File: src/rtl/pipe_pkg.sv
// rtl/pipe_pkg.sv - EX/MEM control bit positions and default payload layout.
package pipe_pkg;

  localparam int CTRL_MEMRD = 4;
  localparam int CTRL_MEMWR = 3;
  localparam int CTRL_BR    = 2;
  localparam int CTRL_M2R   = 1;
  localparam int CTRL_RW    = 0;
  localparam int CTRL_W     = 5;

  localparam int DEF_DATA_W = 16;
  localparam int DEF_REG_AW = 3;

  typedef struct packed {
    logic [CTRL_W-1:0]     ctrl;
    logic [DEF_DATA_W-1:0] alu_result;
    logic                  zero;
    logic [DEF_DATA_W-1:0] store_data;
    logic [DEF_DATA_W-1:0] branch_target;
    logic [DEF_REG_AW-1:0] write_reg;
  } exmem_payload_t;

endpackage

File: src/rtl/skid_buffer_2.sv
// rtl/skid_buffer_2.sv - generic 2-entry skid buffer with synchronous flush.
module skid_buffer_2 #(
  parameter int WIDTH = 8
) (
  input  logic             clk,
  input  logic             rst_n,
  input  logic             flush,
  input  logic             in_valid,
  output logic             in_ready,
  input  logic [WIDTH-1:0] in_data,
  output logic             out_valid,
  input  logic             out_ready,
  output logic [WIDTH-1:0] out_data
);

  logic             main_valid;
  logic             skid_valid;
  logic [WIDTH-1:0] main_data;
  logic [WIDTH-1:0] skid_data;
  logic             accept;
  logic             consume;

  assign in_ready  = ~skid_valid;
  assign out_valid = main_valid;
  assign out_data  = main_data;
  assign accept    = in_valid & ~skid_valid;
  assign consume   = main_valid & out_ready;

  // Payload registers only load on a transfer; flush clears valids and leaves data stale.
  always_ff @(posedge clk or negedge rst_n) begin
    if (!rst_n) begin
      main_valid <= 1'b0;
      skid_valid <= 1'b0;
      main_data  <= '0;
      skid_data  <= '0;
    end else if (flush) begin
      main_valid <= 1'b0;
      skid_valid <= 1'b0;
    end else if (!main_valid) begin
      if (accept) begin
        main_data  <= in_data;
        main_valid <= 1'b1;
      end
    end else if (!skid_valid) begin
      if (accept && consume) begin
        main_data <= in_data;
      end else if (accept) begin
        skid_data  <= in_data;
        skid_valid <= 1'b1;
      end else if (consume) begin
        main_valid <= 1'b0;
      end
    end else if (consume) begin
      main_data  <= skid_data;
      skid_valid <= 1'b0;
    end
  end

endmodule

File: src/rtl/ex_mem_skid_reg.sv
// rtl/ex_mem_skid_reg.sv - EX->MEM boundary with valid/ready skid buffering.
// Optional out_pc_src output enabled by EXMEM_BRANCH_RESOLVE_EN.
module ex_mem_skid_reg
  import pipe_pkg::*;
#(
  parameter int DATA_W = pipe_pkg::DEF_DATA_W,
  parameter int REG_AW = pipe_pkg::DEF_REG_AW,
  parameter int CTRL_W = pipe_pkg::CTRL_W
) (
  input  logic              clk,
  input  logic              rst_n,
  input  logic              flush,
  input  logic              in_valid,
  output logic              in_ready,
  input  logic [CTRL_W-1:0] in_ctrl,
  input  logic [DATA_W-1:0] in_alu_result,
  input  logic              in_zero,
  input  logic [DATA_W-1:0] in_store_data,
  input  logic [DATA_W-1:0] in_branch_target,
  input  logic [REG_AW-1:0] in_write_reg,
  output logic              out_valid,
  input  logic              out_ready,
  output logic [CTRL_W-1:0] out_ctrl,
  output logic [DATA_W-1:0] out_alu_result,
  output logic              out_zero,
  output logic [DATA_W-1:0] out_store_data,
  output logic [DATA_W-1:0] out_branch_target,
  output logic [REG_AW-1:0] out_write_reg
`ifdef EXMEM_BRANCH_RESOLVE_EN
  ,
  output logic              out_pc_src
`endif
);

  localparam int PW = CTRL_W + 3 * DATA_W + 1 + REG_AW;

  logic [PW-1:0]     in_payload;
  logic [PW-1:0]     out_payload;
  logic [CTRL_W-1:0] main_ctrl;

  assign in_payload = {in_ctrl, in_alu_result, in_zero, in_store_data,
                       in_branch_target, in_write_reg};

  skid_buffer_2 #(.WIDTH(PW)) u_skid (
    .clk       (clk),
    .rst_n     (rst_n),
    .flush     (flush),
    .in_valid  (in_valid),
    .in_ready  (in_ready),
    .in_data   (in_payload),
    .out_valid (out_valid),
    .out_ready (out_ready),
    .out_data  (out_payload)
  );

  assign {main_ctrl, out_alu_result, out_zero, out_store_data,
          out_branch_target, out_write_reg} = out_payload;

  // Gate control so an empty slot never issues a store or register write.
  assign out_ctrl = main_ctrl & {CTRL_W{out_valid}};

`ifdef EXMEM_BRANCH_RESOLVE_EN
  assign out_pc_src = out_valid & out_ctrl[CTRL_BR] & out_zero;
`endif

endmodule
File: config.mk
export PLATFORM = sky130hd
export DESIGN_NAME = ex_mem_skid_reg
export DESIGN_NICKNAME = d
export VERILOG_FILES = /design/src/rtl/pipe_pkg.sv /design/src/rtl/skid_buffer_2.sv /design/src/rtl/ex_mem_skid_reg.sv
export SDC_FILE = /design/constraint.sdc
export NUM_CORES = 1
export LEC_CHECK = 0
export ABC_AREA = 0
export CAP_MARGIN = 10
export CORE_MARGIN = 5
export CORE_UTILIZATION = 38
export DETAILED_ROUTE_END_ITERATION = 10
export MAX_ROUTING_LAYER = met4
export SLEW_MARGIN = 20
export SYNTH_ARGS = -nofsm -noshare
export SYNTH_HDL_FRONTEND = slang
export SYNTH_HIERARCHICAL = 1
export SYNTH_SLANG_ARGS = --single-unit
File: constraint.sdc
create_clock -name clk -period 1.8 [get_ports clk]
set_input_delay 0.18 -clock clk [delete_from_list [all_inputs] [get_ports clk]]
set_output_delay 0.18 -clock clk [all_outputs]
set_load 0.02 [all_outputs]
* After elaboration in Yosys (flattened, before gate mapping)
Index checks and enable logic that the tools add are counted. Widths: inputs -> output; s select.
Cells by class: equality and inequality tests 2, muxes and demuxes 16, bitwise operators 6, reductions and logical operators 5
Operators with widths (count):
- $mux 57 | 5
- $mux 1 | 11
- $ne 3x3->1 const B | 2
- $and 5x5->5 | 1
- $reduce_and 5->1 | 1
- $reduce_and 4->1 | 1
- $reduce_bool 2->1 | 2
- $not 1->1 | 3
- $and 1x1->1 | 2
- $logic_and 1x1->1 | 1
Storage, ports and cells: bits in registers 116, bits of input ports 62, output and inout bits 59, logic and storage cells 33

* Logic depth before layout (Yosys ltp)
depth in word-level cells 7, gate-level depth with buffers 5, gate-level depth less buffers 3

* Cells and area by module
The synthesis kept the hierarchy.
Modules (own cells, without submodules):
- skid_buffer_2 | instances 1, cells each 315, area each 5038.6 sq um, sequential area each 2902.8 sq um
- ex_mem_skid_reg | instances 1, cells each 5, area each 31.3 sq um, sequential area each 0.0 sq um

* Worst setup path after synthesis
No wires, ideal clock.
path kind register to register, start reg u_skid.main_valid, in the netlist u_skid/out_valid, end reg u_skid.main_data[0], in the netlist u_skid/out_data[0], library setup time 0.125 ns, arrival 1.666 ns, slack 0.009 ns, stages on the path, launching flop included 6, cells stage by stage dfrtp_1 nand2_2 a221oi_2 buf_4 buf_4 mux2_2
On the way: word-level cells in the longest chain between the ends 4
RTL lines:
- start, declared | line skid_buffer_2.sv:16 | logic main_valid;
- start signal, assigned | line skid_buffer_2.sv:32 | main_valid <= 1'b0;
- start signal, assigned | line skid_buffer_2.sv:37 | main_valid <= 1'b0;
- start signal, assigned | line skid_buffer_2.sv:42 | main_valid <= 1'b1;
- $and 1x1->1 | line skid_buffer_2.sv:27 | assign consume = main_valid & out_ready;
- $logic_and 1x1->1 | line skid_buffer_2.sv:45 | if (accept && consume) begin
- $ne 3x3->1 (no line)
- $reduce_and 4->1 (no line)
- end signal, assigned | line skid_buffer_2.sv:41 | main_data <= in_data;
- end signal, assigned | line skid_buffer_2.sv:46 | main_data <= in_data;
- end signal, assigned | line skid_buffer_2.sv:54 | main_data <= skid_data;
- end, declared | line skid_buffer_2.sv:18 | logic [WIDTH-1:0] main_data;
Several ways; a longest one is shown, not always the timed one. A chain may end at the register's enable or synchronous reset.

* Worst setup path in the final report
start reg u_skid.main_valid, in the netlist u_skid/out_valid, end out out_valid
RTL lines:
- end, declared | line ex_mem_skid_reg.sv:21 | output logic out_valid,
No word-level cell between the ends.

==> impl_metrics.ini <==
[status]
outcome = finished clean

[floorplanning]
ios = 121
fp.dieW_um = 125.5
die_y_um = 125.5
die_area_um2 = 15750
rows = 42
fp.coreArea_um2 = 13140
start_util_pct = 38.59

[synthesis]
yosys-top-cells-area = dfrtp_1, mux2_2, buf_6
yosysTopAreaCellShare_pct = 57.26
synth_nets = 382
synth.avg_cell_area_um2 = 15.84
ys_warn_count = 6
synth-seq-cells = 116
yosys.area.top_type = dfrtp_1
syn_inst = 320
syn_area_um2 = 5070
yosysSeqAreaShare_pct = 57.26
ys_types = 15

[detailed_routing]
vias = 3124
viasPerCell = 4.814
routed_wl_um = 10880
drtPass1Iterations = 4
drt_iter0_drc = 105
ant_nets = 0
routedWlPerCell_um = 16.76
drc = 0

[final_layout]
antenna_cells = 0
fin_nets = 523
drive_gt1_share_pct = 46.93
area_growth_pct = 41.34

[global_route]
grt_overflow = 0
grt_max_degree = 52
grt_pass1_wl_um = 18130
antenna_found_initial = 0
first_global_vias = 3475
grt_use_total_pct = 15.02

[place]
port-buffer-count = 120
routabilityCongestion = 0.7419
dp.final_hpwl_um = 7532

[sta]
setup_viol = 0
tns_ns = 0
fmax_ghz = 0.5791
worst_pin_slew_ns = 0.3274
period_needed_ns = 1.727
fin_crit_sh_pct = 95.93
skew_ns = 0.004654
drv_slew = 0
grt_setup_unrepaired = false
relSlewSlack_pct = 78.17
timing_hold_violations_final = 0

[setup_path]
path_class = reg -> out
critical_path_arrival_ns = 1.55
crit_path_start_kind = register
worstPathRequired_ns = 1.62
cp-end-kind = output pin
worstPathMaxFanout = 6

[clock_tree]
cts_buffers = 17
cts.sinks = 116
cts.clk_slew.worst_paths_ns = 0.05
clk_latency_ns = 0.40
h-tree-depth = 4
root_buffer = clkbuf_16
cts_buffer_depth = 2
cts_setup_buffers = 0
cts_tree = yes

[power]
ir_worst_vdd_mv = 0.5553
powerDensity_nw_per_um2 = 1198
power_uw = 8586
leakage_uw = 0.003019

[hold_path]
hp-class = in -> async

[flow_run]
cap_violations = 0
-- where the power goes --
part / internal (µW) / total, µW / switching, µW
logic: 1170 / 1970 / 795
registers: 3260 / 3590 / 328
clock network: 1960 / 3040 / 1080
-- stage by stage --
stage          setup slack [ns]  util (%)  cell area (µm²)  hold WS (ns)  std cells
4_1_cts                 0.01079     54.44             7152        0.2102        649
3_5_place_dp            -0.2197     50.25             6601        0.1045        617
6_report                0.07323     54.54             7166        0.2298        649
5_1_grt                 0.01371     54.54             7166        0.2538        649
3_3_place_gp            -0.1871     50.25             6601        0.1029        617
2_1_floorplan          0.009052         -             5070       -0.1156        320
-- layer usage --
metal / global-route usage (%) / share of wire, % / wire length [µm]
met1: 17.55 / 42 / 4586
met2: 24.23 / 52 / 5656
met3: 3.667 / 3.4 / 365
met4: 7.398 / 2.4 / 266
met5: - / 0 / 0
-- worst max-delay path, cell delays in order (launching register included) --
cell and delay, ns:
dfrtp_1 0.38, buf_4 0.16, clkdlybuf4s50_1 0.60
-- cell families after synthesis --
logic type	synth area share, %
flip-flops	57.26
buffers and inverters	2.863
multiplexers	37.98
AO/OA/AOI/OAI	0.7403
AND/OR/NAND/NOR	1.160
-- cells in the mapped netlist --
| cell type | count |
|---|---|
| clkbuf_1 | 2 |
| a21oi_1 | 2 |
| buf_4 | 5 |
| nand2_2 | 1 |
| a221oi_2 | 1 |
| a211oi_1 | 1 |
| buf_6 | 6 |
| buf_2 | 5 |
| o21ai_0 | 1 |
| inv_1 | 2 |
| nor4b_2 | 1 |
| mux2_2 | 171 |
| nand2b_1 | 1 |
| and2_1 | 5 |
| dfrtp_1 | 116 |
-- sequential cells by signal, indices dropped and copies added (netlist names) --
| register | cells |
|---|---|
| u_skid/skid_valid | 1 |
| u_skid/skid_data | 57 |
| u_skid/out_valid | 1 |
| u_skid/out_data | 57 |
-- cell type report --
class	instances	area [µm²]
Clock buffer	27	523.0
Clock inverter	4	20.02
Fill cell	1120	5972
Inverter	2	7.507
Multi-Input combinational cell	184	2049
Sequential cell	116	2903
Tap cell	176	220.2
Timing Repair Buffer	140	1443
-- layout by cell type (no fill, tap or decap), drive strengths merged --
master / instances
mux2: 171
dfrtp: 116
clkdlybuf4s50: 113
clkbuf: 27
buf: 20
and2: 5
dlygate4sd2: 5
clkinv: 4
inv: 2
a21oi: 2
dlygate4sd3: 1
dlymetal6s2s: 1
nand2b: 1
o21ai: 1
nand2: 1
a221oi: 1
nor4b: 1
a211oi: 1
-- what timing repair did --
item                                    4_1_cts  5_1_grt
endpoints found under the setup margin       26      101
resized for setup                             6        4
pin swaps                                     0        1
hold endpoints to repair                     20        0
hold buffers                                  1        0
-- worst paths after layout --
path                       cells after the start                             start                                to  slack [ns]
max in group asynchronous                      3                             rst_n   u_skid/out_data[39]$_DFFE_PN0P_        0.98
setup reg to reg                               5     u_skid/skid_valid$_DFFE_PN0P_  u_skid/skid_data[48]$_DFFE_PN0P_        0.09
min in group clk                               2                  in_store_data[3]  u_skid/skid_data[22]$_DFFE_PN0P_        0.41
hold / removal                                 2                             rst_n  u_skid/skid_data[14]$_DFFE_PN0P_        0.23
setup / recovery                               2        u_skid/out_valid$_DFF_PN0_                         out_valid        0.07
hold reg to reg                                1  u_skid/skid_data[10]$_DFFE_PN0P_  u_skid/skid_data[10]$_DFFE_PN0P_        0.50
(Power assumes the default switching activity.)
==> patch 1 (same flow settings) <==
The package constant `CTRL_W` goes from 5 to 7.
--- a/src/rtl/pipe_pkg.sv
+++ b/src/rtl/pipe_pkg.sv
@@ -6,7 +6,7 @@
   localparam int CTRL_BR    = 2;
   localparam int CTRL_M2R   = 1;
   localparam int CTRL_RW    = 0;
-  localparam int CTRL_W     = 5;
+  localparam int CTRL_W     = 7;
 
   localparam int DEF_DATA_W = 16;
   localparam int DEF_REG_AW = 3;
Ports: changed (resized in_ctrl and out_ctrl); port bits go from 121 to 125. The function was not compared with the original's and may differ.
==> patch 1 against the unedited design <==
Combinational power up 5%; register-to-register slack got worse by 0.04 ns; design area increased by 6.2%; sequential cell count up 4; clock skew about the same; synthesized area grew 3.2%; wire length increased by 9.1%; total power grew 7.4%; setup slack worse by 0.021 ns.
==> patch 1: results (changes against the unedited design) <==
* Outcome: completed (unchanged)
* Clock Skews at 0.00484 ns (was 0.00465 ns)
* Met2 track demand over resource at 26.4% (was 24.2%)
* Fin cells at 673 (was 649)
* Maximum fanout count along the critical path at 16 (was 6)
* Met3 Use GR at 4.22% (was 3.67%)
* Largest net degree at the start of global routing at 46 (was 52)
* Placement Setup Slack at -0.137 ns (was -0.220 ns)
* Leakage power at 0.00325 uW (was 0.00302 uW)
* Number of gates resized after CTS at 3 (was 6)
* Top layer used by detailed routing: met4 (unchanged)
* GPL Wtd Cong at 0.724 (was 0.742)
* YS warnings at 6 (unchanged)
* Critical path arrival at 2.03 ns (was 1.55 ns)
* Count of unique library cells instantiated by Yosys at 16 (was 15)
* Sum of routed wire segments on met1 at 4850 um (was 4590 um)
* Primary FF master, synth: sky130_fd_sc_hd__dfrtp_1 (unchanged)
* Top cells by instance count after synthesis: sky130_fd_sc_hd__mux2_2, sky130_fd_sc_hd__dfrtp_1, sky130_fd_sc_hd__buf_2 (was sky130_fd_sc_hd__mux2_2, sky130_fd_sc_hd__dfrtp_1, sky130_fd_sc_hd__buf_6)
* Global-route track usage on met1 at 17.4% (was 17.6%)
* Post-CTS Setup Repair Bufs at 1 (was 0)
* Worst path max stage delay at 0.44 ns (was 0.60 ns)
* Nets at 547 (was 523)
* Met2 WL at 6290 um (was 5660 um)
* Slew at the pin closest to its max-slew limit at 0.438 ns (was 0.327 ns)
* Area after DPL at 6890 um^2 (was 6600 um^2)
* Largest voltage drop on the vdd net at 605 uV (was 555 uV)
* Met3 routed WL at 456 um (was 365 um)
* Count of routing violations after the opening detailed-route iteration at 112 (was 105)
* Number of buffers inserted by hold repair at cts at 1 (unchanged)
* Placed wire-length estimate after detailed placement at 7980 um (was 7530 um)
* Total global-route track usage at 15.6% (was 15.0%)
* Cell with the largest stage delay on the worst path: sky130_fd_sc_hd__dfrtp_1 (was sky130_fd_sc_hd__clkdlybuf4s50_1)
* Antenna violations before repair at 1 (was 0)
* Gate family responsible for the most delay along the worst path: simple AND/OR/NAND/NOR gates (was buffers and inverters)
* Syn Nets at 396 (was 382)
* Aggregate routed wire length at 11900 um (was 10900 um)
* Register clock-pin slew on the reported worst setup and hold paths at 0.05 ns (about the same)
* Gate count of the mapped netlist at 332 (was 320)
* Fill cell count at 1096 (was 1120)
* Via count of the first global-routing pass at 3682 (was 3475)
* IO Port Bufs at 124 (was 120)
* Buffer type at the clock tree root: sky130_fd_sc_hd__clkbuf_16 (unchanged)
* Fraction of final layout cells with drive strength greater than 1 at 47.2% (was 46.9%)
* Via total after detailed routing at 3228 (was 3124)
* Ranking of synthesized cells by area: sky130_fd_sc_hd__dfrtp_1, sky130_fd_sc_hd__mux2_2, sky130_fd_sc_hd__buf_2 (was sky130_fd_sc_hd__dfrtp_1, sky130_fd_sc_hd__mux2_2, sky130_fd_sc_hd__buf_6)
* Sequential-to-total area share from yosys stat at 57.4% (was 57.3%)
* Post-Place Cells at 634 (was 617)
* Wire length of the first global-routing pass at 19100 um (was 18100 um)
## patch 1: cell count changes in the layout (fill, tap and decap cells not counted), moves of 3 or more
cell,delta
sky130_fd_sc_hd__clkdlybuf4s50_1,+3
sky130_fd_sc_hd__buf_12,+4
sky130_fd_sc_hd__bufinv_16,+3
sky130_fd_sc_hd__dfrtp_1,+3
sky130_fd_sc_hd__mux2_1,+3
sky130_fd_sc_hd__mux2_2,+3
sky130_fd_sc_hd__dlymetal6s2s_1,+3
## patch 1: power breakdown
part	switching, uW	internal (uW)
Combinational	835	1230
Sequential	335	3370
Clock	1130	2310
## patch 1: path summary, 6_finish.rpt
kind	start	endpoint	slack, ns	cells past startpoint
worst min register to register	u_skid/out_data[15]	u_skid/out_data[15]	0.49	1
worst min-delay path	rst_n	u_skid/skid_data[43]	0.27	2
max in group asynchronous	rst_n	u_skid/skid_data[57]	0.94	3
worst max-delay path	u_skid/skid_valid	u_skid/skid_data[10]	0.05	5
worst max register to register	u_skid/skid_valid	u_skid/skid_data[10]	0.05	5
min in group clk	in_branch_target[9]	u_skid/skid_data[12]	0.41	2
## patch 1: final cells by class
class / count / area [um^2] / share of cell area, %
antenna: 1 / 2.50 / 0.0329
sequential: 120 / 3000 / 39.5
inverter: 2 / 7.51 / 0.0987
tap: 176 / 220 / 2.89
multi-input combinational: 192 / 2130 / 28.0
clock inverter: 8 / 118 / 1.55
timing repair buffer: 150 / 1640 / 21.5
clock buffer: 24 / 492 / 6.46
## patch 1: cell families (layout without fill, tap and decap cells)
family	after synthesis	after routing	share of synthesized area, %
AOI/OAI and AO/OA	5	5	0.717
buffers and inverters	20	184	2.10
DFF	120	120	57.4
muxes	177	177	38.1
other	0	1	0
and+or+nand+nor	10	10	1.67
==> patch 2 (same flow settings) <==
Made on the original files. Make the reset (`rst_n`) synchronous in one clocked block.
--- a/src/rtl/skid_buffer_2.sv
+++ b/src/rtl/skid_buffer_2.sv
@@ -27,7 +27,7 @@
   assign consume   = main_valid & out_ready;
 
   // Payload registers only load on a transfer; flush clears valids and leaves data stale.
-  always_ff @(posedge clk or negedge rst_n) begin
+  always_ff @(posedge clk) begin
     if (!rst_n) begin
       main_valid <= 1'b0;
       skid_valid <= 1'b0;
Formal check against the unedited RTL: differs if rst_n is asserted again (counterexample within 4 cycles, from zero or initial values and one cycle with rst_n low); with rst_n held inactive, the same outputs for 4 cycles.
==> patch 2 against the unedited design <==
The flow now finishes with violations (negative setup slack); global-route usage rose by 4.5 points; sequential cell count did not move; synthesized area grew 22%; critical path depth rose by 2; design area is 14% higher; total power shrank 19%; setup slack worse by 0.074 ns; wire length rose by 65%; highest routed layer unchanged.
==> patch 2: results (changes against the unedited design) <==
* Outcome: complete, but fails checks (was completed)
* Violations in the final reports: negative setup slack
* Fill cell count at 1458 (was 1120)
* Count of cells along the worst register-to-register path at 4 (was 5)
* Leakage power at 0.00287 uW (was 0.00302 uW)
* Async SR Flop Fraction at 0% (was 100%)
* WL/cell at 18.2 um (was 16.8 um)
* HP Class: input pin to register (was input pin to async pin)
* Syn Nets at 739 (was 382)
* Total Neg Setup Slack at -0.000377 ns (was 0 ns)
* Post-Place Cells at 956 (was 617)
* Area after DPL at 7600 um^2 (was 6600 um^2)
* Count of unique library cells instantiated by Yosys at 30 (was 15)
* First element of the critical path: u_skid/skid_valid (was u_skid/out_valid)
* Layout Cell Area excl Fill at 8190 um^2 (was 7170 um^2)
* Placed wire-length estimate after detailed placement at 11200 um (was 7530 um)
* Ranking of synthesized cells by area: sky130_fd_sc_hd__dfxtp_1, sky130_fd_sc_hd__nand3b_1, sky130_fd_sc_hd__a2111oi_2 (was sky130_fd_sc_hd__dfrtp_1, sky130_fd_sc_hd__mux2_2, sky130_fd_sc_hd__buf_6)
* Sequential-to-total area share from yosys stat at 37.6% (was 57.3%)
* Count of routing violations after the opening detailed-route iteration at 419 (was 105)
* Slew HR at 36.8% (was 78.2%)
* Setup slack after layout at -0.000377 ns (was 0.0732 ns)
* Clock Skews at 0.0175 ns (was 0.00465 ns)
* Final count of negative-setup-slack endpoints at 1 (was 0)
* Worst path max stage delay at 0.54 ns (was 0.60 ns)
* GPL Wtd Cong at 0.751 (was 0.742)
* Nets at 822 (was 523)
* Largest net degree at the start of global routing at 117 (was 52)
* Top cells by instance count after synthesis: sky130_fd_sc_hd__dfxtp_1, sky130_fd_sc_hd__a21oi_1, sky130_fd_sc_hd__inv_1 (was sky130_fd_sc_hd__mux2_2, sky130_fd_sc_hd__dfrtp_1, sky130_fd_sc_hd__buf_6)
* Gate family responsible for the most delay along the worst path: compound AO/OA/AOI/OAI gates (was buffers and inverters)
* Reg-to-reg endpoint: u_skid/out_data[41] (was u_skid/skid_data[48])
* Vias per std cell at 5.64 (was 4.81)
* Critical path arrival at 2.07 ns (was 1.55 ns)
* Wire length of the first global-routing pass at 28600 um (was 18100 um)
* Largest voltage drop on the vdd net at 676 uV (was 555 uV)
* Startpoint of the worst hold path: in_zero
* Via total after detailed routing at 5571 (was 3124)
* Fraction of final layout cells with drive strength greater than 1 at 16.5% (was 46.9%)
* Later-pin clock latency in the skew report at 0.42 ns (was 0.40 ns)
* Via count of the first global-routing pass at 5479 (was 3475)
-- patch 2: logic make-up (layout without fill, tap and decap cells) --
group | after synthesis | count (layout) | share of synthesized area [%]
AOI/OAI and AO/OA | 289 | 289 | 37.6
and+or+nand+nor | 126 | 126 | 14.1
DFF | 116 | 116 | 37.6
buffers and inverters | 146 | 241 | 10.7
-- patch 2: final cells by class --
class	instances	share of cell area (%)
inverter	59	2.73
sequential	116	28.4
timing repair buffer	151	19.4
clock buffer	26	6.09
clock inverter	5	0.611
tap	216	3.30
multi-input combinational	415	39.4
-- patch 2: where the power goes --
part / leakage [uW] / total (uW) / internal [uW] / switching (uW)
logic: 0.00164 / 1040 / 488 / 557
registers: 0.000947 / 2730 / 2680 / 58.5
clock network: 0.000274 / 3160 / 2020 / 1140
-- patch 2: worst max-delay path by stage --
stage | cells past startpoint | slack [ns] | endpoint
2_1_floorplan | 6 | 0.10 | u_skid/out_data[10]
3_3_place_gp | 5 | 0.05 | u_skid/out_data[36]
3_5_place_dp | 5 | -0.06 | u_skid/out_data[56]
4_1_cts | 4 | 0.02 | u_skid/out_data[45]
5_1_grt | 3 | 0.002 | out_ctrl[4]
6_report | 4 | -0.0004 | u_skid/out_data[41]
-- patch 2: worst min-delay path: stages --
cell and delay, ns:
sky130_fd_sc_hd__clkdlybuf4s50_1 0.42, sky130_fd_sc_hd__nand3b_1 0.09, sky130_fd_sc_hd__a21oi_1 0.06
-- patch 2: metal layers --
layer	share of wire, %	wire, um	up-vias	global-route usage, %
met5	0	0	-	-
met4	1.2	224	0	6.37
li1	-	-	2668	-
met2	47	8460	167	30.3
met1	47	8380	2720	25.5
met3	5.1	910	16	3.87
-- patch 2: repair_timing --
action | in CTS | in global routing
setup endpoints to repair | 7 | 5
cloned | 1 | 0
gates resized for setup | 8 | 5
-- patch 2: metrics by stage --
step	hold WS (ns)	setup slack (ns)
after detailed placement	0.452	-0.0617
after CTS	0.365	0.0156
after global routing	0.390	0.00167
after global placement	0.442	0.0508
final	0.378	-0.000377
after floorplan	0.343	0.102
